`config.mk`:
```
export PLATFORM = sky130hd
export DESIGN_NAME = risc_mc_ctrl
export DESIGN_NICKNAME = d
export VERILOG_FILES = /design/src/rtl/risc_pkg.sv /design/src/rtl/risc_decode.sv /design/src/rtl/risc_mc_ctrl.sv
export SDC_FILE = /design/constraint.sdc
export NUM_CORES = 1
export LEC_CHECK = 0
export CORE_MARGIN = 2
export CORE_UTILIZATION = 30
export DETAILED_ROUTE_END_ITERATION = 6
export HOLD_SLACK_MARGIN = 0.03
export PLACE_DENSITY = 0.6
export SETUP_SLACK_MARGIN = 0.2
export SYNTH_ARGS = -nofsm -noshare
export SYNTH_HDL_FRONTEND = slang
export SYNTH_HIERARCHICAL = 1
export SYNTH_SLANG_ARGS = --single-unit
export TNS_END_PERCENT = 50
```
`constraint.sdc`:
```
create_clock -name clk -period 3.7 [get_ports clk]
set_clock_uncertainty 0.05 [all_clocks]
set_input_delay 0.37 -clock clk [delete_from_list [all_inputs] [get_ports clk]]
set_output_delay 0.37 -clock clk [all_outputs]
set_load 0.02 [all_outputs]
```
`src/rtl/risc_pkg.sv`:
```
// risc_pkg: opcodes, state codes and datapath select encodings shared by the
// multicycle controller and its decoder.
package risc_pkg;
    typedef enum logic [2:0] {
        S_RESET  = 3'd0,
        S_FETCH  = 3'd1,
        S_DECODE = 3'd2,
        S_EXEC   = 3'd3,
        S_MEM    = 3'd4,
        S_WB     = 3'd5,
        S_HALT   = 3'd6
    } state_t;
    localparam logic [3:0] OP_ADD  = 4'h0, OP_ADI  = 4'h1, OP_NAND = 4'h2, OP_LHI  = 4'h3,
                           OP_LW   = 4'h4, OP_SW   = 4'h5, OP_LM   = 4'h6, OP_SM   = 4'h7,
                           OP_JAL  = 4'h8, OP_JLR  = 4'h9, OP_BEQ  = 4'hC, OP_RSVD = 4'hD,
                           OP_RSVE = 4'hE, OP_RSVF = 4'hF;
    localparam logic [1:0] CC_Z = 2'b01, CC_C = 2'b10, CC_BAD = 2'b11;
    localparam logic [1:0] PC_INC = 2'd0, PC_IMM6 = 2'd1, PC_IMM9 = 2'd2, PC_REG = 2'd3;
    localparam logic [1:0] FC_NONE = 2'd0, FC_ILLEGAL = 2'd1, FC_TIMEOUT = 2'd2;
    localparam logic [1:0] ALU_A_PC = 2'd0, ALU_A_RA = 2'd1, ALU_A_RB = 2'd2;
    localparam logic [2:0] ALU_B_RB = 3'd0, ALU_B_IMM6 = 3'd1, ALU_B_ONE = 3'd2;
    localparam logic [1:0] WA_RC = 2'd0, WA_RB = 2'd1, WA_RA = 2'd2;
    localparam logic [2:0] WD_ALU = 3'd0, WD_MEM = 3'd1, WD_LHI = 3'd2, WD_PC1 = 3'd3;
endpackage

```
`src/rtl/risc_decode.sv`:
```
// risc_decode: opcode-class decode of the latched opcode and condition field.
module risc_decode import risc_pkg::*; #(
    parameter int OPW = 4
) (
    input  logic [OPW-1:0] op_i,
    input  logic [1:0]     cc_i,
    output logic           is_mem_o,
    output logic           is_branch_o,
    output logic           is_cond_o,
    output logic           is_legal_o,
    output logic           writes_flags_o
);
    always_comb begin
        is_mem_o       = op_i == OPW'(OP_LW) || op_i == OPW'(OP_SW);
        is_branch_o    = op_i == OPW'(OP_BEQ);
        is_cond_o      = op_i == OPW'(OP_ADD) || op_i == OPW'(OP_NAND);
        writes_flags_o = is_cond_o || op_i == OPW'(OP_ADI);
        is_legal_o     = !(op_i inside {OPW'(OP_LM), OPW'(OP_SM), OPW'(OP_RSVD), OPW'(OP_RSVE), OPW'(OP_RSVF)})
                         && !(is_cond_o && cc_i == CC_BAD);
    end
endmodule

```
`src/rtl/risc_mc_ctrl.sv`:
```
// risc_mc_ctrl: multicycle controller sequencing fetch, decode, execute,
// memory and writeback, with illegal-opcode and memory-timeout halting.
module risc_mc_ctrl import risc_pkg::*; #(
    parameter int DW          = 16,
    parameter int OPW         = 4,
    parameter int CNTW        = 32,
    parameter int MEMWAIT_MAX = 15
) (
    input  logic            clk,
    input  logic            rst,
    input  logic [DW-1:0]   instr,
    input  logic            mem_ready,
    input  logic            eq,
    input  logic            flag_c,
    input  logic            flag_z,
    output logic            ir_en,
    output logic            pc_en,
    output logic [1:0]      pc_sel,
    output logic            alu_op,
    output logic [1:0]      alu_a_sel,
    output logic [2:0]      alu_b_sel,
    output logic            reg_we,
    output logic [1:0]      wr_addr_sel,
    output logic [2:0]      wr_data_sel,
    output logic            mem_req,
    output logic            mem_we,
    output logic            addr_sel,
    output logic            flag_en,
    output logic            retire,
    output logic            fault,
    output logic [1:0]      fault_code,
    output logic [CNTW-1:0] icount,
    output logic [2:0]      state
);
    localparam int WW = $clog2(MEMWAIT_MAX + 1);
    state_t          state_q, state_d;
    logic [OPW-1:0]  op_q, op_d;
    logic [1:0]      cc_q, cc_d, fc_q, fc_d;
    logic [WW-1:0]   wait_q, wait_d;
    logic [CNTW-1:0] icount_q;
    logic            is_mem, is_branch, is_cond, is_legal, writes_flags;
    logic            is_sw, is_jal, is_jlr, cond_fail, waiting, timeout;
    logic            unused_instr;

    assign unused_instr = ^instr[DW-OPW-1:2];

    risc_decode #(.OPW(OPW)) u_decode (
        .op_i           (op_q),
        .cc_i           (cc_q),
        .is_mem_o       (is_mem),
        .is_branch_o    (is_branch),
        .is_cond_o      (is_cond),
        .is_legal_o     (is_legal),
        .writes_flags_o (writes_flags)
    );

    assign is_sw     = op_q == OPW'(OP_SW);
    assign is_jal    = op_q == OPW'(OP_JAL);
    assign is_jlr    = op_q == OPW'(OP_JLR);
    // conditional ALU ops drop their register write when the tested flag is clear
    assign cond_fail = is_cond && ((cc_q == CC_C && !flag_c) || (cc_q == CC_Z && !flag_z));
    assign waiting   = (state_q == S_FETCH || state_q == S_MEM) && !mem_ready;
    assign timeout   = wait_q == WW'(MEMWAIT_MAX - 1);

    always_ff @(posedge clk or posedge rst) begin
        if (rst) begin
            state_q  <= S_RESET;
            op_q     <= '0;
            cc_q     <= '0;
            fc_q     <= FC_NONE;
            wait_q   <= '0;
            icount_q <= '0;
        end else begin
            state_q  <= state_d;
            op_q     <= op_d;
            cc_q     <= cc_d;
            fc_q     <= fc_d;
            wait_q   <= wait_d;
            icount_q <= icount_q + CNTW'(retire);
        end
    end

    always_comb begin
        state_d  = state_q;
        op_d     = op_q;
        cc_d     = cc_q;
        fc_d     = fc_q;
        wait_d   = waiting ? wait_q + WW'(1) : '0;
        ir_en    = 1'b0;
        pc_en    = 1'b0;
        pc_sel   = PC_INC;
        reg_we   = 1'b0;
        flag_en  = 1'b0;
        mem_req  = 1'b0;
        mem_we   = 1'b0;
        addr_sel = 1'b0;
        retire   = 1'b0;
        case (state_q)
            S_RESET: state_d = S_FETCH;
            S_FETCH: begin
                mem_req = 1'b1;
                ir_en   = mem_ready;
                if (mem_ready) begin
                    op_d    = instr[DW-1 -: OPW];
                    cc_d    = instr[1:0];
                    state_d = S_DECODE;
                end
            end
            S_DECODE: begin
                state_d = is_legal ? S_EXEC : S_HALT;
                fc_d    = is_legal ? fc_q : FC_ILLEGAL;
            end
            S_EXEC: begin
                state_d = is_mem ? S_MEM : is_branch ? S_FETCH : S_WB;
                pc_en   = is_branch;
                pc_sel  = is_branch && eq ? PC_IMM6 : PC_INC;
                retire  = is_branch;
            end
            S_MEM: begin
                mem_req  = 1'b1;
                addr_sel = 1'b1;
                mem_we   = is_sw;
                retire   = is_sw && mem_ready;
                pc_en    = is_sw && mem_ready;
                if (mem_ready) state_d = is_sw ? S_FETCH : S_WB;
            end
            S_WB: begin
                reg_we  = !cond_fail;
                flag_en = writes_flags;
                pc_en   = 1'b1;
                pc_sel  = is_jal ? PC_IMM9 : is_jlr ? PC_REG : PC_INC;
                retire  = 1'b1;
                state_d = S_FETCH;
            end
            default: ;
        endcase
        if (waiting && timeout) begin
            state_d = S_HALT;
            fc_d    = FC_TIMEOUT;
        end
    end

    always_comb begin
        alu_op      = !(state_q == S_EXEC && op_q == OPW'(OP_NAND));
        alu_a_sel   = state_q != S_EXEC ? ALU_A_PC : is_mem ? ALU_A_RB : ALU_A_RA;
        alu_b_sel   = state_q != S_EXEC ? ALU_B_ONE : (is_mem || op_q == OPW'(OP_ADI)) ? ALU_B_IMM6 : ALU_B_RB;
        wr_addr_sel = is_cond ? WA_RC : op_q == OPW'(OP_ADI) ? WA_RB : WA_RA;
        wr_data_sel = op_q == OPW'(OP_LW) ? WD_MEM : op_q == OPW'(OP_LHI) ? WD_LHI : (is_jal || is_jlr) ? WD_PC1 : WD_ALU;
    end

    assign fault      = state_q == S_HALT;
    assign fault_code = fc_q;
    assign icount     = icount_q;
    assign state      = state_q;
endmodule

```
# ---- Word level (Yosys, flattened, before mapping)
# Cells that the tools add are included.
dict set report classes {
  addsub 2
  n_mux 32
  eq_ne 27
  n_reduce_logical 34
}
# op count
set op_table {}
lappend op_table {{adder 32 x 1 -> 32 bit} 1}
lappend op_table {{== test 4 bit, second input constant} 7}
lappend op_table {{2-to-1 mux 2 bit} 13}
lappend op_table {{2-to-1 mux 3 bit} 7}
lappend op_table {{== test 4 x 3 -> 1 bit, second input constant} 4}
lappend op_table {{case mux 3 bit (5 select lines)} 1}
lappend op_table {{logical AND 1 bit} 10}
lappend op_table {{== test 3 bit, second input constant} 3}
lappend op_table {{inequality test 3 x 2 -> 1 bit, second input constant} 3}
lappend op_table {{== test 4 x 2 -> 1 bit, second input constant} 2}
lappend op_table {{2-to-1 mux 1 bit} 8}
lappend op_table {{zero test 1 bit} 7}
lappend op_table {{logical OR 1 bit} 7}
lappend op_table {{== test 3 x 2 -> 1 bit, second input constant} 2}
lappend op_table {{nonzero test 6 bit} 1}
lappend op_table {{nonzero test 5 bit} 1}
lappend op_table {{adder 4 x 1 -> 4 bit, second input constant} 1}
lappend op_table {{== test 2 bit, second input constant} 2}
lappend op_table {{== test 4 x 1 -> 1 bit, second input constant} 1}
lappend op_table {{zero test 4 bit} 1}
lappend op_table {{2-to-1 mux 4 bit} 1}
lappend op_table {{case mux 2 bit (2 select lines)} 1}
lappend op_table {{AND reduction 2 bit} 2}
lappend op_table {{OR reduction 2 bit} 2}
lappend op_table {{7 further kinds} 7}
dict set report totals {
  inputBits 22
  reg_bits 47
  out_inout_bits 59
  wordCells 101
}

# ---- Longest topological paths before layout
# Gate-level depths: netlist of the first run.
dict set report logic_depth {
  word_depth 8
  mapped_depth 12
  mapped_depth_nobuf 10
}

# ---- By module
# The synthesis of the first run kept the hierarchy.
# module n_inst area_per_inst_um2 cells_each seq_area_each_um2
set modules_own_cells {}
lappend modules_own_cells {risc_mc_ctrl 1 2369.8 225 1176.1}
lappend modules_own_cells {risc_decode 1 53.8 6 0.0}

# ---- Least setup slack after synthesis of the first run
# No wires, ideal clock.
dict set report synth_path {
  path_type {reg2reg}
  start {register state_q[0] (netlist: state[0])}
  end {register icount_q[24] (netlist: icount[24])}
  path_stages_with_launch 13
  setup_ns 0.080
  synth_period_minus_slack_ns 3.427
  path_slack_ns 0.273
  path_buffers 2
  arrival_time_ns 3.298
  t_required_ns 3.570
  cell_sequence {dfrtp_1 > buf_2 > nand2b_1 > nor2_1 > and2_1 > a221o_1 > ha_1 > ha_1 > nand4_1 > or4_4 > buf_6 > nor4_4 > xor2_1}
}
dict set report synth_between {
  elab_chain_cells 3
  word_cells_on_any_way 5
  classes_between {1 x add/sub; 3 x eq/ne; 1 x mux}
}
# element line
set synth_rtl {}
lappend synth_rtl {{start: declaration} risc_mc_ctrl.sv:36} ;# state_t state_q, state_d;
lappend synth_rtl {{start signal: assignment} risc_mc_ctrl.sv:74} ;# state_q <= state_d;
lappend synth_rtl {{== test 3 bit or == test 3 x 2 -> 1 bit (tied branches)} n/a}
lappend synth_rtl {{case mux 1 bit (3 select lines) (*)} n/a}
lappend synth_rtl {{net pc_en} risc_mc_ctrl.sv:17} ;# output logic pc_en,
lappend synth_rtl {{adder 32 x 1 -> 32 bit (*)} risc_mc_ctrl.sv:79} ;# icount_q <= icount_q + CNTW'(retire);
lappend synth_rtl {{end signal: assignment} risc_mc_ctrl.sv:79}
lappend synth_rtl {{end: declaration} risc_mc_ctrl.sv:40} ;# logic [CNTW-1:0] icount_q;
# The timed path passes the listed nets; every way through them passes the cells marked *.
# A chain may end at the register's enable or synchronous reset.

# ---- Worst setup path in the final report of the first run
dict set report layout_path {
  start {register op_q[1]}
  end {register icount_q[24] (netlist: icount[24])}
}
dict set report layout_between {
  elab_chain_cells 4
  word_cells_on_any_way 5
  classes_between {1 x add/sub; 2 x eq/ne; 1 x mux; 1 x reduce/logical}
}
# element line
set layout_rtl {}
lappend layout_rtl {{start: declaration} risc_mc_ctrl.sv:37} ;# logic [OPW-1:0] op_q, op_d;
lappend layout_rtl {{start signal: assignment} risc_mc_ctrl.sv:75} ;# op_q <= op_d;
lappend layout_rtl {{== test 4 x 3 -> 1 bit} risc_mc_ctrl.sv:57} ;# assign is_sw = op_q == OPW'(OP_SW);
lappend layout_rtl {{logical AND 1 bit} risc_mc_ctrl.sv:123} ;# retire = is_sw && mem_ready;
lappend layout_rtl {{case mux 1 bit (3 select lines) (*)} risc_mc_ctrl.sv:98} ;# case (state_q)
lappend layout_rtl {{adder 32 x 1 -> 32 bit (*)} risc_mc_ctrl.sv:79}
# Mark *: on every way between the ends. The rest lies on a longest branch, timed or not.

==> metrics.csv, run 1 <==
metric;value;unit
GRT overflow;0;
share of cells above drive strength 1;8.278;%
Initial Util;31.20;%
Psw;0.7726;mW
Worst Path Buf+Inv;0;
Yosys warning total;6;
slowest stage delay, CP;0.53;ns
Total Wirelength;5338;um
min-delay src;icount[31]$_DFF_PP0_;
Max Cap Viol;0;
Reg power frac;36.8;%
clock slew at reported path FFs;0.09;ns
most frequent cells in the layout;clkdlybuf4s50_1, dfrtp_1, nor2_1;
Core Footprint;0.007767;sq mm
critical path's slowest cell;or4_4;
antenna violations before repair;0;
DRC viols;0;
internal power;1.303;mW
CTS tree;done;
fmax;322.5;MHz
sequential share of the synthesized area;48.53;%
Comb power frac;41.6;%
cell mode on critical path;ha_1;
Die ar.;0.008813;sq mm
switching share of power;37.23;%
cells after synthesis;231;
leading cell type in the layout, fill and taps excluded;clkdlybuf4s50_1;
total CTS buffers;5;
status;finished, final reports clean;
Arr. time, crit path;3.28;ns
post-synth cell types;46;
Via density;4.720;
Buffers on Ports;68;
overall routing resource usage;13.05;%
Crit Path Class;flip-flop to flip-flop;
Resized cells post-CTS;0;
Critical Path Fanout Max;11;
post-detail-place hpwl;3818;um
final setup vio count;0;
row cnt;32;
Vias;1907;
Layout Area Growth over Synthesis;37.43;%
CTS max path bufs;2;
hold_buf cts;0;
vias in the first global route;1946;
Yosys top cell by area;dfrtp_1;
initial DRC count;43;
Final period util;83.81;%
r2r endpoint;icount[24]$_DFF_PP0_;
Skew-Pair Late Insertion Delay;0.30;ns
critical path launch point type;flip-flop;
total power per unit cell area;623.1;mW/mm^2
Max VDD drop;0.4704;mV
power share of the clock group;21.6;%
Post-DRT Antenna Nets;0;
Final #Nets;327;
ANT cells;0;
post-synthesis register bit count;47;
CTS H-tree lvls;2;
TNS Setup;0;ns
final hold vios;0;
worst reg2reg path depth;9;
Ports;81;
pin count of the biggest net entering global routing;48;
Post-Syn Area per Cell;10.49;sq um
worst hold endpoint;icount[31]$_DFF_PP0_;
CTS Sinks;47;
chip width;93.88;um
Cells on Worst Hold Path;1;
Crit path required time;3.88;ns
Core Util, Final;42.88;%
Worst Max-Slew Pin Slew;1.007;ns
Yosys top cell area share;48.53;%
unrepaired setup endpoints after global routing;false;
global-route wire length before repair;9356;um
Fill cells;756;
Synth area leaders;dfrtp_1, xor2_1, xnor2_1;
CP Capture Type;flip-flop;
Die Y-Extent;93.88;um
Worst Hold Class;flip-flop to flip-flop;
Final min period;3.101;ns
reg2reg setup slack;0.60;ns
postcts setup bufs;0;
crit path cell chain;nor4bb_1 > and2_1 > a221o_1 > ha_1 > ha_1 > nand4_1 > or4_4 > nor4_4 > xor2_1;
Routed WL per cell;13.21;um
pins over their slew limit;0;
cell family with most CP delay;simple AND/OR/NAND/NOR gates;
Synth Cell Area;0.002424;sq mm
launching point of the worst reg2reg path;op_q[1]$_DFFE_PP0P_;
GPL Wtd Cong;0.7939;
TritonRoute pass-1 iters;4;
max_slew headroom;32.78;%
Root Driver;clkbuf_8;
leakage power;1.482;nW
==> per-layer routing <==
layer	up-vias	part of all wire (%)	track usage (%)	wire length [um]
met4	0	0.99	2.899	53
met2	56	46	21.19	2479
met5	-	0	0	0
met3	5	6.8	3.612	362
li1	940	-	-	-
met1	906	46	17.36	2442
==> flip-flops by register name, summed over array words and instances (netlist names) <==
name / count
icount: 32
op_q: 4
wait_q: 4
state: 3
cc_q: 2
fault_code: 2
==> cell type report <==
cell class,instances,area (sq um),area share [%]
Tap cell,102,127.6,3.832
Multi-Input combinational cell,165,1146,34.41
Sequential cell,47,1176,35.31
Clock buffer,5,68.82,2.066
Clock inverter,3,67.56,2.029
Inverter,11,41.29,1.240
Timing Repair Buffer,71,703.2,21.11
==> logic make-up (layout without fill, tap and decap cells) <==
group           after synthesis  after routing  synth area share (%)
simple gates                100            100                 24.01
buf+inv                      20             90                 4.336
xor+xnor                     33             33                 11.93
compound gates               18             18                 5.370
fa+ha+maj                     4              4                 2.065
mux                           8              8                 3.614
flops                        47             47                 48.53
other cells                   1              2                0.1547
==> cell usage after synthesis, drive strengths merged <==
library cell,instances
a211oi,1
a21o,2
a21oi,2
a221o,2
a31oi,1
a32o,1
a32oi,1
and2,4
and3,2
and4,2
and4bb,1
buf,8
clkbuf,1
conb,1
dfrtp,47
ha,4
inv,11
mux2,6
mux2i,2
nand2,14
nand2b,2
nand3,13
nand4,7
nand4b,1
nor2,24
nor2b,3
nor3,12
nor3b,2
nor4,7
nor4b,2
nor4bb,1
o21a,1
o21ai,4
o31ai,1
o32ai,2
or3,1
or4,2
xnor2,14
xor2,19
==> worst max path at each step <==
stage,cells past startpoint,slack [ns],end,startpoint
2_1_floorplan,12,0.27,icount[24]$_DFF_PP0_,state[0]$_DFFE_PP0P_
3_3_place_gp,9,0.58,icount[24]$_DFF_PP0_,op_q[3]$_DFFE_PP0P_
3_5_place_dp,9,0.54,icount[24]$_DFF_PP0_,op_q[3]$_DFFE_PP0P_
4_1_cts,9,0.54,icount[24]$_DFF_PP0_,op_q[3]$_DFFE_PP0P_
5_1_grt,9,0.33,icount[24]$_DFF_PP0_,op_q[3]$_DFFE_PP0P_
6_report,9,0.60,icount[24]$_DFF_PP0_,op_q[1]$_DFFE_PP0P_
==> power groups by stage <==
stage               combinational, mW  clock (mW)  sequential [mW]
floorplan                       0.484           0            0.790
global placement                0.863           0            0.773
detailed placement              0.868           0            0.774
CTS                             0.874       0.466            0.766
global route                    0.944       0.485            0.790
finish                          0.862       0.448            0.765
==> through the flow <==
step           cells  setup slack [ns]  total power [mW]  area, sq um  hold slack [ns]
2_1_floorplan    232            0.2730             1.274         2427           0.4036
3_3_place_gp     396            0.5830             1.636         3194           0.4078
3_5_place_dp     396            0.5410             1.642         3194           0.4108
4_1_cts          404            0.5387             2.106         3331           0.4263
5_1_grt          404            0.3290             2.219         3331           0.4458
6_report         404            0.5989             2.075         3331           0.4192
Power figures use the tool's default switching activity.
==> run 2, diff against run 1 <==
Clock period 3.7 ns to 2.95 ns, I/O delays scaled along.
==> run 2 against run 1 <==
Compared with the run above:
- cell count rose by 4.7%
- routed wire length rose by 5.4%
- core utilization grew 3.1 points
- register-to-register slack got worse by 0.31 ns
- final area rose by 7.3%
- count of clock-buffer cells in the layout is 2 higher
- die area unchanged
- sequential power up 19%
- non-clock buffer count is 19 higher
- hold slack got worse by 0.092 ns
- clock power up 3%
- critical endpoint is now retire
- largest cell class is now multi-input combinational cells
- largest power group unchanged
==> metrics.csv, run 2 (synthesis gave the netlist of run 1 again) <==
metric;value;unit;change
final setup vio count;0;;unchanged
post-detail-place hpwl;4184;um;+9.6%
Core Footprint;0.007767;sq mm;unchanged
fmax;374.1;MHz;
Routed WL per cell;13.30;um;+0.70%
vias in the first global route;1900;;-2.4%
Worst Max-Slew Pin Slew;0.6759;ns;-0.3310 ns
clock slew at reported path FFs;0.09;ns;about the same
Skew-Pair Late Insertion Delay;0.30;ns;about the same
Root Driver;clkbuf_8;;
design area;0.003572;sq mm;+7.3%
initial DRC count;57;;+33%
total CTS buffers;5;;unchanged
Hold Slack;0.3275;ns;-0.09171 ns
cell mode on critical path;buf_4;;
CTS tree;done;;
Final min period;2.673;ns;
Initial Util;31.20;%;unchanged
pins over their slew limit;0;;unchanged
Crit Path Class;flip-flop to primary output;;
row cnt;32;;unchanged
pin count of the biggest net entering global routing;30;;-38%
Worst Path Buf+Inv;4;;+4
FF/Latch Area;0.001179;sq mm;+0.21%
global-route wire length before repair;9163;um;-2.1%
critical path's slowest cell;clkdlybuf4s50_1;;
Total Wirelength;5628;um;+5.4%
TritonRoute pass-1 iters;4;;unchanged
met2 GRT Util;20.60;%;-0.60 points
Worst Hold Class;input port to async pin;;
DRC viols;0;;unchanged
status;finished, final reports clean;;
Final #Nets;346;;+5.8%
Die Y-Extent;93.88;um;unchanged
multi-input gate area in the final layout;0.001269;sq mm;+11%
Final period util;90.62;%;
Max Cap Viol;0;;unchanged
Via density;4.676;;-0.94%
Post-DP Area;0.003328;sq mm;+4.2%
chip width;93.88;um;unchanged
CP Capture Type;primary output;;
total power per unit cell area;758.3;mW/mm^2;+22%
Ports;81;;unchanged
share of cells above drive strength 1;18.07;%;+9.8 points
ANT cells;0;;unchanged
unrepaired setup endpoints after global routing;true;;
GPL Wtd Cong;0.8087;;+1.9%
Arr. time, crit path;2.33;ns;-0.95 ns
Post-DRT Antenna Nets;0;;unchanged
CTS H-tree lvls;2;;unchanged
GRT overflow;0;;unchanged
cell family with most CP delay;buffers and inverters;;
crit path cell chain;buf_4 > and4bb_1 > a221o_1 > buf_4 > buf_4 > clkdlybuf4s50_1;;
slowest stage delay, CP;0.53;ns;about the same
Max VDD drop;0.4933;mV;+4.9%
Fill cells;758;;+0.26%
critical path launch point type;flip-flop;;
leading cell type in the layout, fill and taps excluded;clkdlybuf4s50_1;;
Crit path required time;2.61;ns;-1.27 ns
overall routing resource usage;13.08;%;+0.028 points
Critical Path Fanout Max;11;;unchanged
hold_buf cts;0;;unchanged
GR peak layer;met2;;
met1 GRT Util;17.55;%;+0.20 points
Die ar.;0.008813;sq mm;unchanged
max_slew headroom;54.84;%;+22 points
Vias;1978;;+3.7%
met3 Use GR;3.933;%;+0.32 points
Buffers on Ports;68;;unchanged
Layout Area Growth over Synthesis;47.39;%;
most frequent cells in the layout;clkdlybuf4s50_1, dfrtp_1, nor2_1;;
max reg flops;32;;unchanged
CTS Sinks;47;;unchanged
antenna violations before repair;0;;unchanged
leakage power;1.613;nW;+8.8%
final hold vios;0;;unchanged
CTS max path bufs;2;;unchanged
==> run 2: cell count changes in the layout (fill, tap and decap cells not counted), sizes merged <==
cell / delta
clkinvlp: -1
buf: +19
clkbuf: +2
bufinv: -1
==> run 2: final timing paths <==
path                                 startpoint                   end  slack [ns]  cells past startpoint
hold / removal                              rst   icount[2]$_DFF_PP0_        0.33                      2
setup reg to reg            op_q[1]$_DFFE_PP0P_  icount[24]$_DFF_PP0_        0.29                      9
hold reg to reg            icount[31]$_DFF_PP0_  icount[31]$_DFF_PP0_        0.43                      1
min in group clk           icount[31]$_DFF_PP0_  icount[31]$_DFF_PP0_        0.43                      1
setup / recovery            op_q[3]$_DFFE_PP0P_                retire        0.28                      6
max in group asynchronous                   rst  icount[19]$_DFF_PP0_        1.95                      3
==> run 2: metal layers <==
layer | vias up | wire (um)
li1 | 982 | -
met1 | 948 | 2572
met2 | 44 | 2741
met3 | 4 | 261
met4 | 0 | 53
met5 | - | 0
==> run 2: cell type report <==
cell class                      instances  share of cell area [%]
Clock buffer                            7                   2.137
Clock inverter                          1                  0.8406
Inverter                               11                   1.156
Multi-Input combinational cell        165                   35.52
Sequential cell                        47                   32.99
Tap cell                              102                   3.573
Timing Repair Buffer                   90                   23.78
==> run 2: repair_timing <==
item,4_1_cts,5_1_grt
endpoints found under the setup margin,6,10
pin swaps,0,8
endpoints found under the hold margin,0,0
gates resized for setup,2,9
setup buffers,0,10
==> run 2: power by group <==
part	switching (mW)	internal, mW
combinational	0.662	0.674
clock	0.208	0.254
sequential	0.144	0.767
total	1.01	1.69
==> run 2: per-stage QoR <==
stage / cells / setup WS (ns) / TNS [ns] / util, % / power, mW
floorplan: 232 / -0.06092 / -0.1363 / - / 1.651
global placement: 405 / 0.1577 / 0 / 42.85 / 2.154
detailed placement: 405 / 0.07882 / 0 / 42.85 / 2.164
CTS: 413 / 0.2092 / 0 / 44.41 / 2.660
global route: 423 / 0.1418 / 0 / 45.99 / 2.890
finish: 423 / 0.2767 / 0 / 45.99 / 2.709
